## config.mk

```make
export PLATFORM = sky130hd
export DESIGN_NAME = mem_port_ctrl
export DESIGN_NICKNAME = d
export VERILOG_FILES = /design/src/rtl/mem_port_ctrl_pkg.sv /design/src/rtl/mem_port_ctrl_byte_lane_align.sv /design/src/rtl/mem_port_ctrl.sv
export SDC_FILE = /design/constraint.sdc
export NUM_CORES = 1
export LEC_CHECK = 0
export ABC_AREA = 1
export CAP_MARGIN = 20
export CORE_MARGIN = 5
export CORE_UTILIZATION = 45
export DETAILED_ROUTE_END_ITERATION = 8
export GPL_TIMING_DRIVEN = 0
export PLACE_DENSITY = 0.88
export SYNTH_ARGS = -nofsm -noshare
export SYNTH_HDL_FRONTEND = slang
export SYNTH_SLANG_ARGS = --single-unit
```

## constraint.sdc

```tcl
create_clock -name clk -period 4.2 [get_ports clk]
set_input_delay 1.05 -clock clk [delete_from_list [all_inputs] [get_ports clk]]
set_output_delay 1.05 -clock clk [all_outputs]
set_load 0.1 [all_outputs]
```

## src/rtl/mem_port_ctrl_pkg.sv

```systemverilog
// Shared types and helpers for the port-2 memory initiator.
package mem_port_ctrl_pkg;

  localparam int unsigned DataW = 16;

  // Controller states; encodings are fixed so waveforms decode consistently.
  typedef enum logic [1:0] {
    StIdle  = 2'd0,
    StIssue = 2'd1,
    StWait  = 2'd2,
    StDone  = 2'd3
  } state_e;

  // Access size of a request.
  typedef enum logic {
    SizeWord = 1'b0,
    SizeByte = 1'b1
  } size_e;

  // Sign-extend a loaded byte to a full data word.
  function automatic logic [DataW-1:0] sext_byte(input logic [7:0] b);
    return {{(DataW - 8){b[7]}}, b};
  endfunction

endpackage

```

## src/rtl/mem_port_ctrl_byte_lane_align.sv

```systemverilog
// Byte-lane steering: store lane enables and data replication, load byte
// selection with sign extension. Purely combinational.
module mem_port_ctrl_byte_lane_align
  import mem_port_ctrl_pkg::*;
(
  input  logic             addr_lsb_i,
  input  logic             byte_i,
  input  logic             we_i,
  input  logic [DataW-1:0] wdata_i,
  input  logic [DataW-1:0] rdata_i,
  output logic             we_low_o,
  output logic             we_hi_o,
  output logic [DataW-1:0] wdata_o,
  output logic [DataW-1:0] rdata_o
);

  size_e size;
  assign size = byte_i ? SizeByte : SizeWord;

  // Lane enables and data steering for the decoded access size.
  always_comb begin
    we_low_o = 1'b0;
    we_hi_o  = 1'b0;
    wdata_o  = wdata_i;
    rdata_o  = rdata_i;
    unique case (size)
      SizeByte: begin
        // Replicate so the byte lands correctly whichever lane is enabled.
        wdata_o  = {wdata_i[7:0], wdata_i[7:0]};
        rdata_o  = sext_byte(addr_lsb_i ? rdata_i[15:8] : rdata_i[7:0]);
        we_low_o = we_i & ~addr_lsb_i;
        we_hi_o  = we_i & addr_lsb_i;
      end
      default: begin
        we_low_o = we_i;
        we_hi_o  = we_i;
      end
    endcase
  end

endmodule

```

## src/rtl/mem_port_ctrl.sv

```systemverilog
// Port-2 memory initiator: accepts one load/store from the MEM stage, runs a
// single memory transaction and returns a one-cycle response pulse.
module mem_port_ctrl
  import mem_port_ctrl_pkg::*;
#(
  parameter int unsigned TIMEOUT = 16,
  parameter int unsigned CNT_W   = 5
) (
  input  logic             clk,
  input  logic             reset,
  input  logic             req_valid,
  output logic             req_ready,
  input  logic             req_we,
  input  logic             req_byte,
  input  logic [DataW-1:0] req_addr,
  input  logic [DataW-1:0] req_wdata,
  output logic             resp_valid,
  output logic [DataW-1:0] resp_data,
  output logic             resp_err,
  output logic             mem_en,
  output logic             mem_we_low,
  output logic             mem_we_hi,
  output logic [DataW-1:0] mem_addr,
  output logic [DataW-1:0] mem_wdata,
  input  logic [DataW-1:0] mem_rdata,
  input  logic             mem_ready
);

  state_e           state_q;
  logic [CNT_W-1:0] cnt_q;
  logic [DataW-1:0] addr_q;
  logic             we_q;
  logic             byte_q;

  logic             req_ready_q;
  logic             mem_en_q;
  logic             mem_we_low_q;
  logic             mem_we_hi_q;
  logic [DataW-1:0] mem_wdata_q;
  logic             resp_valid_q;
  logic [DataW-1:0] resp_data_q;
  logic             resp_err_q;

  logic             lane_addr_lsb;
  logic             lane_byte;
  logic             lane_we_low;
  logic             lane_we_hi;
  logic [DataW-1:0] lane_wdata;
  logic [DataW-1:0] lane_rdata;

  // In IDLE the aligner looks at the incoming request so store lanes can be
  // registered at accept; afterwards it decodes the held request for loads.
  assign lane_addr_lsb = (state_q == StIdle) ? req_addr[0] : addr_q[0];
  assign lane_byte     = (state_q == StIdle) ? req_byte : byte_q;

  mem_port_ctrl_byte_lane_align u_align (
    .addr_lsb_i (lane_addr_lsb),
    .byte_i     (lane_byte),
    .we_i       (req_we),
    .wdata_i    (req_wdata),
    .rdata_i    (mem_rdata),
    .we_low_o   (lane_we_low),
    .we_hi_o    (lane_we_hi),
    .wdata_o    (lane_wdata),
    .rdata_o    (lane_rdata)
  );

  // Transaction FSM with registered request, counter and all outputs.
  always_ff @(posedge clk) begin
    if (reset) begin
      state_q      <= StIdle;
      cnt_q        <= '0;
      addr_q       <= '0;
      we_q         <= 1'b0;
      byte_q       <= 1'b0;
      req_ready_q  <= 1'b1;
      mem_en_q     <= 1'b0;
      mem_we_low_q <= 1'b0;
      mem_we_hi_q  <= 1'b0;
      mem_wdata_q  <= '0;
      resp_valid_q <= 1'b0;
      resp_data_q  <= '0;
      resp_err_q   <= 1'b0;
    end else begin
      // Write enables and the response are single-cycle pulses.
      mem_we_low_q <= 1'b0;
      mem_we_hi_q  <= 1'b0;
      resp_valid_q <= 1'b0;
      resp_data_q  <= '0;
      resp_err_q   <= 1'b0;
      unique case (state_q)
        StIdle: begin
          if (req_valid && req_ready_q) begin
            addr_q      <= req_addr;
            we_q        <= req_we;
            byte_q      <= req_byte;
            req_ready_q <= 1'b0;
            if (!req_byte && req_addr[0]) begin
              // Unaligned word: answer with an error, never touch memory.
              state_q      <= StDone;
              resp_valid_q <= 1'b1;
              resp_err_q   <= 1'b1;
            end else begin
              state_q      <= StIssue;
              mem_en_q     <= 1'b1;
              mem_we_low_q <= lane_we_low;
              mem_we_hi_q  <= lane_we_hi;
              mem_wdata_q  <= lane_wdata;
            end
          end
        end
        StIssue: begin
          state_q <= StWait;
          cnt_q   <= '0;
        end
        StWait: begin
          if (mem_ready) begin
            state_q      <= StDone;
            mem_en_q     <= 1'b0;
            resp_valid_q <= 1'b1;
            resp_data_q  <= we_q ? '0 : lane_rdata;
          end else if (cnt_q == CNT_W'(TIMEOUT - 1)) begin
            state_q      <= StDone;
            mem_en_q     <= 1'b0;
            resp_valid_q <= 1'b1;
            resp_err_q   <= 1'b1;
          end else begin
            cnt_q <= cnt_q + CNT_W'(1);
          end
        end
        StDone: begin
          state_q     <= StIdle;
          req_ready_q <= 1'b1;
        end
        default: begin
          state_q     <= StIdle;
          req_ready_q <= 1'b1;
          mem_en_q    <= 1'b0;
        end
      endcase
    end
  end

  assign req_ready  = req_ready_q;
  assign mem_en     = mem_en_q;
  assign mem_we_low = mem_we_low_q;
  assign mem_we_hi  = mem_we_hi_q;
  assign mem_addr   = addr_q;
  assign mem_wdata  = mem_wdata_q;
  assign resp_valid = resp_valid_q;
  assign resp_data  = resp_data_q;
  assign resp_err   = resp_err_q;

endmodule

```

==> metrics.csv, run 1 <==
stage,metric,value,unit
status,outcome,"complete, no violations",
critical_path,startpoint types,flop,
detailed_routing,Routed Wire Length,7.08,mm
logic_synthesis,Post-synth EDFFs,0,
timing,Slew HR,0.329,
timing,final setup vio count,0,
cts,clk root buf,clkbuf_8,
die,Die H,85.1,microns
critical_path,critical path type,flop to output pin,
detailed_routing,routed len/inst,13.3,microns
timing,Worst Clk Skew,0.00788,ns
die,core box area,0.00551,sq mm
die,I/O pin total,108,
detailed_routing,vias per std cell,4.83,
critical_path,crit path DAT,1.93,ns
logic_synthesis,Mapped Cells,339,
placed_design,placer's final routability congestion estimate,0.901,
logic_synthesis,top_reg_cell synth,dfxtp_1,
detailed_routing,first-pass iteration count of the detailed router,4,
logic_synthesis,top post-synthesis cells by count,"82 x nand2_1, 72 x nor2_1, 63 x dfxtp_1",
critical_path,crit-path max FO,4,
cts,H-tree Lvls,3,
critical_path,CP required,3.15,ns
power,clock share of power,0.214,
logic_synthesis,synth warn,0,
job,max-capacitance violation count,0,
timing,minimum clock period,2.98,ns
cells_and_area,fin area,0.00393,sq mm
power,Pleak,1.67,nW
power,Peak VDD IR,0.000458,V
cells_and_area,# fillers,465,
placed_design,Detailed Place HPWL,5.39,mm
timing,Hold Slack,0.465,ns
cells_and_area,P&R area growth vs syn,54.9,%
timing,actual slew at the worst max-slew pin,1.00,ns
die,starting density of the core,0.461,
logic_synthesis,"count leader, synth",nand2_1,
logic_synthesis,synthesized area,0.00254,sq mm
logic_synthesis,Synth cell types,24,
cts,PostCTS Resize Cnt,0,
placed_design,Port Buffers,107,
timing,RSZ-0062 raised after global routing,false,
detailed_routing,Post-DRT Antenna Nets,0,
critical_path,"Largest stage delay, worst path",1.19,ns
cts,# hold bufs at CTS,0,
critical_path,crit-path cells,clkdlybuf4s50_1,
timing,setup TNS,0,ns
critical_path,crit-path leading delay family,buffers and inverters,
detailed_routing,residual DRC count,0,
die,FP Rows,27,
global_route,initial antenna violation count,0,
die,Die Footprint,0.00724,sq mm
power,Comb pwr share,0.509,
timing,period utilisation layout,0.710,
logic_synthesis,register bit total from synthesis,63,
critical_path,Crit. End Element,output pin,
logic_synthesis,Synth Net Count,399,
cts,TritonCTS buffer count,9,
detailed_routing,initial DRC count,157,
timing,Final Hold Viols,0,
logic_synthesis,asr flop ratio synth,0,
cells_and_area,n_diodes,0,
cts,Max Root-Sink Buffers,2,
power,PD cells,705,mW/mm^2
critical_path,Worst Path Buf+Inv,1,
critical_path,cell with the largest stage delay on the worst path,clkdlybuf4s50_1,
logic_synthesis,"Seq/Total Area, Yosys",0.497,
global_route,Tot GR Track Use,0.200,
timing,fmax,0.335,GHz
cells_and_area,layout cells sized above 1,0.0693,
power,Internal,1.43,mW
cts,CTS tree,done,
global_route,vias in the first global route,2533,
logic_synthesis,Mean Syn Cell Area,7.49,sq um
logic_synthesis,"top cells by area, synth","dfxtp_1 50%, nand2_1 12%, nor2_1 11%",
die,Die W,85.1,microns
detailed_routing,routed via count,2577,
cts,Worst-path clk slew,0.07,ns
placed_design,"Cell Area, Placed",0.00370,sq mm
cts,later-pin clock latency in the skew report,0.33,ns
cells_and_area,Final #Nets,517,
power,Reg power frac,0.276,
worst_hold_path,Hold WC Path Type,flop to flop,
cts,CTS Sinks,63,
global_route,total congestion overflow,0,
power,Psw,1.34,mW
global_route,largest net degree at the start of global routing,12,
cts,setup bufs post-CTS,0,
logic_synthesis,Yosys top cell by area,dfxtp_1,
logic_synthesis,share of the synthesized area in the top cell type,0.497,
power,switch share,0.485,
timing,Final Max Tran Viols,0,
global_route,first-pass GRT wire length,11.7,mm
placed cells by master (no fill, tap or decap), types with 3 or more instances in the layout:
cell type | netlist | routed
a21oi_1 | 34 | 34
buf_2 | 3 | 3
buf_6 | 3 | 3
clkbuf_1 | 4 | 4
clkbuf_8 | 0 | 11
clkdlybuf4s50_1 | 0 | 107
dfxtp_1 | 63 | 63
ha_1 | 6 | 6
inv_1 | 25 | 25
nand2_1 | 82 | 82
nand3_1 | 5 | 5
nor2_1 | 72 | 72
o21ai_0 | 28 | 28
final cells by class:
| cell class | instances | area, sq um | share of cell area |
|---|---|---|---|
| multi-input cells | 237 | 1100 | 0.279 |
| clock inverters | 5 | 80.1 | 0.0204 |
| clock buffers | 11 | 151 | 0.0385 |
| flip-flops and latches | 63 | 1260 | 0.321 |
| repair buffers | 107 | 1070 | 0.272 |
| well taps | 72 | 90.1 | 0.0229 |
| plain buffers | 12 | 78.8 | 0.0201 |
| inverters | 27 | 103 | 0.0261 |
path summary, 6_finish.rpt:
path / startpoint / endpoint / slack, ns / cells after the start
worst max-delay path: req_ready$_SDFFE_PP1P_ / req_ready / 1.22 / 1
worst min-delay path: mem_addr[9]$_SDFFE_PP0N_ / mem_addr[9]$_SDFFE_PP0N_ / 0.47 / 2
worst max register to register: state_q[0]$_SDFFE_PP0P_ / resp_data[13]$_SDFF_PP0_ / 2.48 / 6
worst min register to register: mem_addr[9]$_SDFFE_PP0N_ / mem_addr[9]$_SDFFE_PP0N_ / 0.47 / 2
logic make-up after synthesis:
| logic type | share of synthesized area |
|---|---|
| buffers and inverters | 0.0715 |
| adder cells (fa/ha/maj) | 0.0296 |
| AND/OR/NAND/NOR | 0.268 |
| flip-flops | 0.497 |
| AO/OA/AOI/OAI | 0.135 |
stage by stage:
step	instances	utilization	setup WS (ns)	power (mW)
finish	534	0.714	1.22	2.77
global route	534	0.714	1.18	2.91
CTS	534	0.714	1.20	2.78
detailed placement	518	0.672	1.56	2.19
global placement	518	0.672	1.58	2.16
floorplan	339	-	2.15	1.84
power groups by stage:
stage / Combinational, mW / Sequential (mW) / Clock, mW
CTS: 1.42 / 0.765 / 0.603
finish: 1.41 / 0.765 / 0.594
global route: 1.50 / 0.780 / 0.636
detailed placement: 1.41 / 0.777 / 0
floorplan: 0.386 / 1.45 / 0
global placement: 1.39 / 0.772 / 0
layer usage:
| layer | vias to the layer above | GRT usage | part of all wire |
|---|---|---|---|
| li1 | 1303 | - | - |
| met1 | 1150 | 0.231 | 0.41 |
| met2 | 104 | 0.345 | 0.49 |
| met3 | 20 | 0.0524 | 0.070 |
| met4 | 0 | 0.0892 | 0.022 |
| met5 | - | 0 | 0 |
registers in the layout, summed over array words and instances, names as in the netlist:
register,cells
mem_addr,16
mem_we_hi,1
req_ready,1
resp_valid,1
resp_data,16
resp_err,1
mem_wdata,16
mem_we_low,1
mem_en,1
we_q,1
cnt_q,5
state_q,2
byte_q,1
Note: power is estimated with default switching activity, not from simulation.
==> run 2, diff against run 1 <==
--- a/config.mk
+++ b/config.mk
@@ -8,10 +8,10 @@
 export ABC_AREA = 1
 export CAP_MARGIN = 20
 export CORE_MARGIN = 5
-export CORE_UTILIZATION = 45
+export CORE_UTILIZATION = 38
 export DETAILED_ROUTE_END_ITERATION = 8
 export GPL_TIMING_DRIVEN = 0
-export PLACE_DENSITY = 0.88
+export PLACE_DENSITY = 0.8
 export SYNTH_ARGS = -nofsm -noshare
 export SYNTH_HDL_FRONTEND = slang
 export SYNTH_SLANG_ARGS = --single-unit
==> constraint.sdc (replaced) <==
create_clock -name clk -period 2.5 [get_ports clk]
set_input_delay 0.625 -clock clk [delete_from_list [all_inputs] [get_ports clk]]
set_output_delay 0.625 -clock clk [all_outputs]
set_load 0.1 [all_outputs]
==> run 2 against run 1 <==
  * Register-to-register slack lost 1.7 ns
  * Count of clock-buffer cells in the layout grew 1
  * First-iteration DRC count shrank 25%
  * Flip-flop and latch count stayed put
  * Via count down 0.43%
  * Worst setup slack worse by 1.2 ns
  * Sequential share of layout area is 0.061 points lower
  * Hold slack hardly changed
  * Power is 66% higher
  * Clock power increased by 59%
==> metrics.csv, run 2 (synthesis gave the netlist of run 1 again) <==
stage,metric,value,unit
status,outcome,"complete, no violations",
power,Peak VDD IR,0.000838,V
die,Die Footprint,0.00842,sq mm
cts,Worst-path clk slew,0.07,ns
cts,H-tree Lvls,3,
cts,setup bufs post-CTS,0,
cells_and_area,Final #Nets,517,
power,Pleak,1.78,nW
detailed_routing,residual DRC count,0,
detailed_routing,Post-DRT Antenna Nets,0,
cells_and_area,"commonest cells after routing, fill and taps aside","99 x clkdlybuf4s50_1, 82 x nand2_1, 72 x nor2_1, 63 x dfxtp_1, 34 x a21oi_1",
global_route,initial antenna violation count,0,
critical_path,cell with the largest stage delay on the worst path,clkdlybuf4s50_1,
global_route,Tot GR Track Use,0.172,
critical_path,CP required,1.88,ns
die,I/O pin total,108,
critical_path,critical path type,flop to output pin,
critical_path,R2R depth,9,
detailed_routing,vias per std cell,4.76,
placed_design,Port Buffers,107,
cts,CTS tree,done,
cells_and_area,P&R area growth vs syn,55.2,%
detailed_routing,routed via count,2566,
global_route,first-pass GRT wire length,11.6,mm
detailed_routing,initial DRC count,117,
critical_path,"Largest stage delay, worst path",1.14,ns
critical_path,Worst path depth,1,
timing,minimum clock period,2.47,ns
placed_design,Detailed Place HPWL,5.50,mm
cells_and_area,n_diodes,0,
cells_and_area,"commonest non-fill, non-tap cell in the layout",clkdlybuf4s50_1,
global_route,largest net degree at the start of global routing,12,
cells_and_area,layout cells sized above 1,0.0693,
timing,setup TNS,0,ns
timing,RSZ-0062 raised after global routing,false,
die,starting density of the core,0.395,
critical_path,Worst Path Buf+Inv,1,
placed_design,dpl cells,523,
die,Die H,91.7,microns
die,core box area,0.00642,sq mm
die,FP Rows,29,
timing,actual slew at the worst max-slew pin,1.01,ns
job,max-capacitance violation count,0,
cts,later-pin clock latency in the skew report,0.34,ns
timing,Final Max Tran Viols,0,
critical_path,Crit. End Element,output pin,
timing,fmax,0.404,GHz
timing,Slew HR,0.326,
critical_path,crit path DAT,1.85,ns
die,Die W,91.7,microns
detailed_routing,first-pass iteration count of the detailed router,4,
critical_path,crit-path max FO,2,
critical_path,startpoint types,flop,
cts,Max Root-Sink Buffers,2,
cells_and_area,non-filler instance count after layout,539,
timing,final setup vio count,0,
worst_hold_path,worst hold path stage count,2,
global_route,total congestion overflow,0,
cts,# hold bufs at CTS,0,
power,PD cells,1160,mW/mm^2
detailed_routing,Routed Wire Length,7.25,mm
timing,Final Hold Viols,0,
critical_path,crit-path leading delay family,buffers and inverters,
timing,period utilisation layout,0.989,
cts,CTS Sinks,63,
timing,Worst Clk Skew,0.00632,ns
detailed_routing,routed len/inst,13.5,microns
cts,clk root buf,clkbuf_8,
critical_path,crit-path cells,clkdlybuf4s50_1,
cts,PostCTS Resize Cnt,1,
worst_hold_path,Hold WC Path Type,flop to flop,
cts,TritonCTS buffer count,9,
placed_design,placer's final routability congestion estimate,0.837,
global_route,vias in the first global route,2415,
[run 2: changes by cell type in the layout (fill, tap and decap cells not counted), sizes merged]
cell           change
dlygate4sd2        +1
clkbuf             +1
clkdlybuf4s50      -8
dlymetal6s2s       +7
clkinvlp           -1
inv                +1
bufinv             -1
[run 2: area by class of cell]
class                      instances  area, sq um
fill                             566         2480
sequential                        63         1260
multi-input combinational        237         1100
timing repair buffer             107         1090
clock buffer                      12          165
inverter                          27          103
tap                               77         96.3
buffer                            12         78.8
clock inverter                     4         51.3
[run 2: worst paths after layout]
kind | from | end | slack, ns
worst max-delay path | mem_wdata[1]$_SDFFE_PP0P_ | mem_wdata[1] | 0.03
worst min-delay path | mem_addr[9]$_SDFFE_PP0N_ | mem_addr[9]$_SDFFE_PP0N_ | 0.46
worst max register to register | cnt_q[0]$_SDFFE_PP0P_ | cnt_q[4]$_SDFFE_PP0P_ | 0.75
worst min register to register | mem_addr[9]$_SDFFE_PP0N_ | mem_addr[9]$_SDFFE_PP0N_ | 0.46
[run 2: power by group]
| part | internal (mW) | switching [mW] |
|---|---|---|
| combinational | 0.587 | 1.77 |
| sequential | 1.19 | 0.102 |
| clock | 0.544 | 0.400 |
| total | 2.32 | 2.27 |
[run 2: metal layers]
layer | global-route usage | wire length (microns) | up-vias
met1 | 0.197 | 2940 | 1140
met2 | 0.290 | 3630 | 96
met3 | 0.0475 | 453 | 22
li1 | - | - | 1308
met4 | 0.0916 | 223 | 0
met5 | 0 | 0 | -
[run 2: stage by stage]
step | setup slack, ns | util | hold slack, ns | cell area [sq um] | power [mW]
6_report | 0.0272 | 0.613 | 0.465 | 3940 | 4.59
4_1_cts | 0.000837 | 0.611 | 0.466 | 3920 | 4.63
3_3_place_gp | 0.304 | 0.577 | 0.451 | 3710 | 3.64
5_1_grt | 0.00278 | 0.613 | 0.485 | 3940 | 4.82
2_1_floorplan | 0.690 | - | 0.442 | 2540 | 3.09
3_5_place_dp | 0.300 | 0.577 | 0.456 | 3710 | 3.68
==> run 3, diff against run 2 <==
--- a/config.mk
+++ b/config.mk
@@ -8,10 +8,10 @@
 export ABC_AREA = 1
 export CAP_MARGIN = 20
 export CORE_MARGIN = 5
-export CORE_UTILIZATION = 38
+export CORE_UTILIZATION = 42
 export DETAILED_ROUTE_END_ITERATION = 8
 export GPL_TIMING_DRIVEN = 0
-export PLACE_DENSITY = 0.8
+export PLACE_DENSITY = 0.83
 export SYNTH_ARGS = -nofsm -noshare
 export SYNTH_HDL_FRONTEND = slang
 export SYNTH_SLANG_ARGS = --single-unit
==> constraint.sdc (replaced) <==
create_clock -name clk -period 2.4 [get_ports clk]
set_input_delay 0.6 -clock clk [delete_from_list [all_inputs] [get_ports clk]]
set_output_delay 0.6 -clock clk [all_outputs]
set_load 0.1 [all_outputs]
==> run 3 against run 2 <==
  * Combinational power hardly changed
  * Power is 0.12% higher
  * Final cell count shrank 0.37%
  * Non-clock buffer count unchanged
  * Clock skew up 0.0011 ns
  * Hold slack lost 0.0044 ns
  * Flip-flop and latch count stayed put
  * Die area shrank 8.5%
  * Sequential power increased by 3%
  * Utilization is 4.9 points higher
  * Cell area shrank 1.1%
  * Largest cell class unchanged
  * Highest routed layer unchanged
==> metrics.csv, run 3 (synthesis gave the netlist of run 1 again) <==
stage,metric,value,unit
status,outcome,"complete, no violations",
cells_and_area,# fillers,499,
power,switch share,0.508,
critical_path,CP required,1.80,ns
global_route,Tot GR Track Use,0.187,
critical_path,critical path type,flop to output pin,
critical_path,R2R depth,6,
cts,Worst-path clk slew,0.07,ns
die,Die W,87.7,microns
global_route,total congestion overflow,0,
global_route,vias in the first global route,2452,
timing,minimum clock period,2.40,ns
timing,period utilisation layout,0.999,
detailed_routing,residual DRC count,0,
cells_and_area,P&R area growth vs syn,53.5,%
global_route,largest net degree at the start of global routing,12,
cts,CTS Sinks,63,
cells_and_area,final core occ,0.662,
power,Peak VDD IR,0.000908,V
worst_hold_path,Hold EP,mem_addr[1]$_SDFFE_PP0N_,
cts,H-tree Lvls,3,
cts,CTS tree,done,
power,Comb pwr share,0.513,
detailed_routing,Routed Wire Length,7.06,mm
timing,final setup vio count,0,
critical_path,cell with the largest stage delay on the worst path,clkdlybuf4s50_1,
detailed_routing,initial DRC count,98,
critical_path,"Largest stage delay, worst path",1.14,ns
detailed_routing,routed len/inst,13.2,microns
cells_and_area,"commonest cells after routing, fill and taps aside","82 x nand2_1, 72 x nor2_1, 63 x dfxtp_1, 55 x clkdlybuf4s50_1, 36 x dlygate4sd2_1",
placed_design,"Cell Area, Placed",0.00370,sq mm
critical_path,reg2reg setup slack,0.73,ns
die,core box area,0.00589,sq mm
cells_and_area,fin area,0.00390,sq mm
die,I/O pin total,108,
power,Reg power frac,0.290,
cells_and_area,n_diodes,0,
cts,Max Root-Sink Buffers,2,
global_route,first-pass GRT wire length,11.2,mm
cells_and_area,layout cells sized above 1,0.0693,
cts,# hold bufs at CTS,0,
job,max-capacitance violation count,0,
timing,Worst Clk Skew,0.00742,ns
placed_design,Port Buffers,107,
timing,Final Hold Viols,0,
critical_path,FF-to-FF End,resp_data[7]$_SDFF_PP0_,
timing,actual slew at the worst max-slew pin,0.986,ns
cts,clk root buf,clkbuf_8,
detailed_routing,first-pass iteration count of the detailed router,4,
critical_path,RR Startpoint,state_q[0]$_SDFFE_PP0P_,
detailed_routing,routed via count,2512,
power,PD cells,1180,mW/mm^2
worst_hold_path,Hold WC Path Type,flop to flop,
placed_design,placer's final routability congestion estimate,0.823,
cts,later-pin clock latency in the skew report,0.33,ns
timing,Final Max Tran Viols,0,
die,FP Rows,28,
critical_path,startpoint types,flop,
power,Internal,2.26,mW
cells_and_area,Final #Nets,517,
critical_path,crit path DAT,1.80,ns
worst_hold_path,Hold Path Origin,mem_addr[1]$_SDFFE_PP0N_,
power,Pleak,2.09,nW
placed_design,Detailed Place HPWL,5.35,mm
global_route,initial antenna violation count,0,
power,clock share of power,0.196,
cts,setup bufs post-CTS,0,
timing,fmax,0.417,GHz
cells_and_area,"commonest non-fill, non-tap cell in the layout",nand2_1,
detailed_routing,vias per std cell,4.68,
power,Psw,2.33,mW
worst_hold_path,worst hold path stage count,2,
die,Die Footprint,0.00770,sq mm
cts,PostCTS Resize Cnt,36,
detailed_routing,Post-DRT Antenna Nets,0,
critical_path,crit-path max FO,1,
die,Die H,87.7,microns
cts,TritonCTS buffer count,9,
critical_path,Crit. End Element,output pin,
timing,Slew HR,0.340,
critical_path,crit-path leading delay family,buffers and inverters,
critical_path,crit-path cells,clkdlybuf4s50_1,
critical_path,Worst Path Buf+Inv,1,
die,starting density of the core,0.431,
[run 3: cell type report]
class / count / area, sq um / area share
plain buffers: 12 / 78.8 / 0.0202
clock buffers: 10 / 138 / 0.0353
clock inverters: 6 / 60.1 / 0.0154
inverters: 27 / 103 / 0.0263
multi-input cells: 237 / 1100 / 0.281
flip-flops and latches: 63 / 1260 / 0.324
well taps: 75 / 93.8 / 0.0241
repair buffers: 107 / 1070 / 0.274
[run 3: how the worst max path moves through the flow]
stage,start,to,slack [ns],cells after the start
4_1_cts,resp_data[12]$_SDFF_PP0_,resp_data[12],0.0007,1
2_1_floorplan,req_ready$_SDFFE_PP1P_,req_ready$_SDFFE_PP1P_,0.59,5
6_report,resp_data[6]$_SDFF_PP0_,resp_data[6],0.001,1
3_3_place_gp,req_ready$_SDFFE_PP1P_,req_ready,0.22,1
3_5_place_dp,req_ready$_SDFFE_PP1P_,req_ready,0.23,1
5_1_grt,resp_data[6]$_SDFF_PP0_,resp_data[6],-0.04,1
[run 3: stage by stage]
step	setup slack [ns]	TNS (ns)	hold WS (ns)	cells	total power [mW]
after global placement	0.225	0	0.450	521	3.78
after floorplan	0.590	0	0.442	339	3.22
after global routing	-0.0405	-0.0405	0.486	537	4.83
after CTS	0.000735	0	0.462	537	4.62
final	0.00123	0	0.460	537	4.59
after detailed placement	0.227	0	0.454	521	3.81
[run 3: worst min-delay path, stage by stage, from the launching register on]
cell	delay, ns
dfxtp_1	0.30
nand2_1	0.06
a21oi_1	0.05
[run 3: per-layer routing]
layer	global-route usage	part of all wire	routed length, microns
met1	0.224	0.43	3010
met2	0.318	0.48	3380
met3	0.0405	0.076	538
met4	0.0879	0.019	134
met5	0	0	0
[run 3: power groups by stage]
stage                     sequential [mW]  combinational, mW  clock [mW]
after floorplan                      2.54              0.675           0
after global placement               1.35               2.43           0
after detailed placement             1.36               2.46           0
after CTS                            1.33               2.37       0.917
after global routing                 1.36               2.50       0.972
final                                1.33               2.36       0.902
